## src/rtl/comparator_pkg.sv

```systemverilog
// Shared types for the serial magnitude comparator: FSM states, cascade
// encoding {lt,eq,gt} and the one-hot cascade constants.
package comparator_pkg;

   typedef enum logic [1:0] {
      IDLE,
      RUN,
      DONE
   } state_t;

   typedef struct packed {
      logic lt;
      logic eq;
      logic gt;
   } cascade_t;

   localparam cascade_t CMP_LT = 3'b100;
   localparam cascade_t CMP_EQ = 3'b010;
   localparam cascade_t CMP_GT = 3'b001;

endpackage

```

## src/rtl/comparator_byte_stage.sv

```systemverilog
// One 8-bit cascaded compare step: an undecided (EQ) cascade takes the
// unsigned a_byte vs b_byte result, a decided cascade passes through.
module comparator_byte_stage
   import comparator_pkg::*;
(
   input  logic [2:0] cas_in,
   input  logic [7:0] a_byte,
   input  logic [7:0] b_byte,
   output logic [2:0] cas_out
);

   cascade_t cas;

   always_comb begin
      cas     = cascade_t'(cas_in);
      cas_out = cas_in;
      if (cas.eq) begin
         if (a_byte < b_byte) begin
            cas_out = CMP_LT;
         end else if (a_byte > b_byte) begin
            cas_out = CMP_GT;
         end else begin
            cas_out = CMP_EQ;
         end
      end
   end

endmodule

```

## src/rtl/comparator_serial.sv

```systemverilog
// Serial WORDS-byte magnitude comparator, MSB byte first, valid/ready input.
// Define COMPARATOR_SERIAL_EARLY_EXIT_EN to finish as soon as the result is decided.
module comparator_serial
   import comparator_pkg::*;
#(
   parameter int unsigned WORDS = 4
) (
   input  logic       clk,
   input  logic       rst_n,
   input  logic       start,
   input  logic       lt_in,
   input  logic       eq_in,
   input  logic       gt_in,
   input  logic [7:0] a_byte,
   input  logic [7:0] b_byte,
   input  logic       byte_valid,
   output logic       byte_ready,
   output logic       busy,
   output logic       done,
   output logic       lt_out,
   output logic       eq_out,
   output logic       gt_out
);

   localparam int unsigned CW = (WORDS > 1) ? $clog2(WORDS) : 1;
   localparam logic [CW-1:0] LAST = CW'(WORDS - 1);

   state_t         state, state_next;
   cascade_t       cas, cas_next;
   logic [CW-1:0]  cnt;
   logic [2:0]     stage_out;
   logic           accept;

   comparator_byte_stage u_stage (
      .cas_in  (cas),
      .a_byte  (a_byte),
      .b_byte  (b_byte),
      .cas_out (stage_out)
   );

   always_comb begin
      state_next = state;
      cas_next   = cas;
      byte_ready = 1'b0;
      busy       = 1'b0;
      done       = 1'b0;
      accept     = 1'b0;
      case (state)
         IDLE: begin
            if (start) begin
               cas_next   = {lt_in, eq_in, gt_in};
               state_next = RUN;
            end
         end
         RUN: begin
            busy       = 1'b1;
            byte_ready = 1'b1;
`ifdef COMPARATOR_SERIAL_EARLY_EXIT_EN
            // A decided cascade cannot change, so stop consuming bytes.
            if (!cas.eq) begin
               byte_ready = 1'b0;
               state_next = DONE;
            end
`endif
            accept = byte_ready & byte_valid;
            if (accept) begin
               cas_next = cascade_t'(stage_out);
               if (cnt == LAST) begin
                  state_next = DONE;
               end
            end
         end
         DONE: begin
            done       = 1'b1;
            state_next = IDLE;
         end
         default: state_next = IDLE;
      endcase
   end

   always_ff @(posedge clk or negedge rst_n) begin
      if (!rst_n) begin
         state  <= IDLE;
         cas    <= '0;
         cnt    <= '0;
         lt_out <= 1'b0;
         eq_out <= 1'b0;
         gt_out <= 1'b0;
      end else begin
         state <= state_next;
         cas   <= cas_next;
         if (state == IDLE && start) begin
            cnt <= '0;
         end else if (accept) begin
            cnt <= cnt + 1'b1;
         end
         // Load on entry so the result is visible during the done cycle.
         if (state_next == DONE) begin
            {lt_out, eq_out, gt_out} <= cas_next;
         end
      end
   end

endmodule
```

## config.mk

```make
export PLATFORM = sky130hd
export DESIGN_NAME = comparator_serial
export DESIGN_NICKNAME = d
export VERILOG_FILES = /design/src/rtl/comparator_pkg.sv /design/src/rtl/comparator_byte_stage.sv /design/src/rtl/comparator_serial.sv
export SDC_FILE = /design/constraint.sdc
export NUM_CORES = 1
export LEC_CHECK = 0
export CAP_MARGIN = 20
export CORE_ASPECT_RATIO = 1.25
export CORE_MARGIN = 4
export CORE_UTILIZATION = 39
export DETAILED_ROUTE_END_ITERATION = 12
export PLACE_DENSITY = 0.7
export SLEW_MARGIN = 10
export SYNTH_ARGS = -nofsm -noshare
export SYNTH_HDL_FRONTEND = slang
export SYNTH_HIERARCHICAL = 1
export SYNTH_SLANG_ARGS = --single-unit
```

## constraint.sdc

```tcl
create_clock -name clk -period 1.1 [get_ports clk]
set_input_delay 0.22 -clock clk [delete_from_list [all_inputs] [get_ports clk]]
set_output_delay 0.22 -clock clk [all_outputs]
set_load 0.1 [all_outputs]
```

==> run_results.csv, run 1 <==
group,metric,value,unit
die,start_util,0.406,
sta,fmax,696,MHz
worst_setup_path,worst_setup_path_start_kind,"input pin",
pwr,powerDensity,2390,nW/µm²
yosys,ys_ff_latch,10,
worst_setup_path,cp.arrival,1.60,ns
yosys,synth_edf_count,0,
status,violations,"setup timing",
die,rows,18,
status,outcome,"finished with violations",
run,max_cap_violations,0,
cells_and_area,drive_gt1_frac,0.626,
route,drt_iter0_drc,5,
cells_and_area,antennaDiodeCount,0,
global_route,grt_max_degree,11,
die,core-area,1960,µm²
yosys,yosysSeqAreaShare,0.314,
placed_design,dp_hpwl,1640,µm
route,via_count,765,
worst_setup_path,rr_worst_depth,4,
clock_network,clock_sinks,10,
clock_network,cts_max_path_buffers,2,
yosys,netlist_instances,79,
sta,hold_viol,0,
sta,relSlewSlack,0.766,
sta,finalCritPeriodShare,1.31,
worst_setup_path,reg2reg_to,"cas[0]",
route,viasPerCell,5.35,
cells_and_area,area_delta_synth_final,86.6,%
route,first_pass_iters,2,
clock_network,path_clk_slew,0.07,ns
placed_design,place_ws,-1.20,ns
placed_design,place_congestion,0.736,
yosys,synthTopCellsByArea,"dfrtp_1 (31%), ha_1 (14%), inv_1 (7.1%)",
global_route,grt_pass1_wl,3560,µm
route,wirelength,2050,µm
min_path,hold_class,"input pin to async pin",
clock_network,htreeDepth,1,
cells_and_area,final_cells,143,
yosys,syn_avg_cell_area,10.1,µm²
sta,tightest_slew,0.346,ns
sta,finalCriticalPeriod,1.44,ns
cells_and_area,fillers,135,
yosys,yosys.area.top_type,"dfrtp_1",
die,die_w,48.4,µm
placed_design,place_area,1330,µm²
yosys,synthMostInstantiatedCell,"inv_1",
route,drc,0,
global_route,grt_pass1_vias,787,
placed_design,placed_cells,135,
global_route,overflow,0,
yosys,syn_nets,111,
yosys,ys_types,32,
yosys,syn-cell-area,796,µm²
worst_setup_path,endpoint_kind,"register",
yosys,ys_warn_count,6,
global_route,grt_antenna_before_repair,0,
cells_and_area,nets,156,
die,die_y,58.5,µm
yosys,ys.flop_type,"dfrtp_1",
clock_network,cts_tree,"done",
clock_network,cts_buffers,3,
pwr,power.total,0.00355,W
die,die_area,2830,µm²
yosys,synth_commonest_cells,"inv_1 (15), dfrtp_1 (10), ha_1 (9)",
worst_setup_path,rr_startpoint,"cas[1]",
route,postRouteAntennaNets,0,
clock_network,holdBufCountCts,0,
pwr,p_leak,0.710,nW
yosys,synth_top_area_share,0.314,
yosys,async_flop_share,1.00,
sta,rsz0062_at_grt,"yes",
clock_network,clock_latency,0.26,ns
pwr,ir_drop,1.85,mV
die,ios,29,
sta,fin_ws,-0.337,ns
sta,slew_viol_final,0,
worst_setup_path,worst-setup-path-type,"input pin to register",
placed_design,io_buffers,28,
clock_network,root_buffer,"clkbuf_4",
sta,final-setup-viol-count,9,
global_route,track_usage,0.160,
worst_setup_path,path_max_fanout,2,
cells_and_area,design_area,1490,µm²
route,routedWlPerCell,14.3,µm
worst_setup_path,reg2reg_slack,-0.17,ns
sta,finClkSkew,0.00348,ns
worst_setup_path,crit_required,1.26,ns
cells_and_area,fin_util,0.758,
power breakdown:
group,switching [W],internal [W],leakage (nW)
registers,0.000194,0.000551,0.118
logic,0.00133,0.00116,0.571
clock network,0.000126,0.000201,0.0210
worst max-delay path: stages:
cell      delay, ns
buf_8          0.11
inv_12         0.04
ha_4           0.18
nor2b_1        0.12
o211a_1        0.24
o211ai_2       0.16
a21oi_1        0.09
mux2i_1        0.23
buf_4          0.17
o21ai_2        0.04
area by class of cell:
| type | instances | area [µm²] | area share |
|---|---|---|---|
| clock buffers | 4 | 36.3 | 0.0244 |
| repair buffers | 43 | 423 | 0.285 |
| multi-input cells | 51 | 667 | 0.449 |
| flip-flops and latches | 10 | 255 | 0.172 |
| inverters | 15 | 78.8 | 0.0531 |
| well taps | 20 | 25.0 | 0.0168 |
logic make-up (layout without fill, tap and decap cells):
group	after synthesis	after routing	synth area share
AO/OA/AOI/OAI	24	24	0.241
AND/OR/NAND/NOR	14	14	0.137
multiplexers	4	4	0.0629
flip-flops	10	10	0.314
buffers and inverters	18	62	0.104
adder cells (fa/ha/maj)	9	9	0.142
sequential cells by signal, summed over array words and instances (netlist names):
register and cells:
gt_out 1, cas 3, lt_out 1, eq_out 1
cnt 2, state 2
per-layer routing:
layer	global-route usage	part of all wire	wire, µm	vias up
li1	-	-	-	378
met1	0.178	0.37	766	363
met2	0.293	0.55	1130	20
met3	0.0380	0.060	123	4
met4	0.0593	0.013	27	0
met5	0	0	0	-
how the worst max path moves through the flow:
stage / startpoint / endpoint / cells past startpoint
4_1_cts: b_byte[1] / cas[2] / 9
2_1_floorplan: state[0] / byte_ready / 2
3_5_place_dp: b_byte[1] / cas[2] / 9
3_3_place_gp: b_byte[1] / cas[2] / 9
6_report: b_byte[1] / eq_out / 10
5_1_grt: b_byte[1] / eq_out / 10
placed cells by master (no fill, tap or decap), types with 2 or more instances in the layout:
master           synthesis  final
and4_4                   0      2
inv_2                    0      4
clkdlybuf4s15_1          0      4
buf_6                    1      2
dfrtp_2                  0      4
buf_12                   0      6
a21oi_1                  2      2
dfrtp_1                 10      6
o21ai_2                  0      3
a22o_1                   2      2
clkdlybuf4s50_1          0      6
mux2i_1                  2      2
o211a_1                  2      2
buf_4                    2     14
mux2_4                   2      2
ha_4                     0      7
buf_8                    0      2
inv_1                   15      8
clkbuf_4                 0      3
buf_2                    0      8
a211oi_1                 2      2
nor2b_1                  4      3
through the flow:
stage | setup TNS [ns] | hold slack [ns]
after floorplan | -2.55 | -0.0756
after global placement | -7.19 | 0.525
after detailed placement | -7.63 | 0.523
after CTS | -2.55 | 0.239
after global routing | -3.03 | 0.239
final | -2.43 | 0.238
repair_timing:
action,4_1_cts,5_1_grt
setup buffers,4,0
endpoints found under the setup margin,11,15
gates resized for setup,80,4
pin swaps,24,8
gates cloned,0,0
No activity file was read; power rests on OpenSTA's default activity.
==> inputs of run 2 (changes only) <==
--- a/config.mk
+++ b/config.mk
@@ -9,6 +9,7 @@
 export CORE_ASPECT_RATIO = 1.25
 export CORE_MARGIN = 4
 export CORE_UTILIZATION = 39
+export CTS_CLUSTER_DIAMETER = 80
 export DETAILED_ROUTE_END_ITERATION = 12
 export PLACE_DENSITY = 0.7
 export SLEW_MARGIN = 10
==> results of run 2 <==
Same layout as run 1: the final DEF is identical, and so are final timing and power.
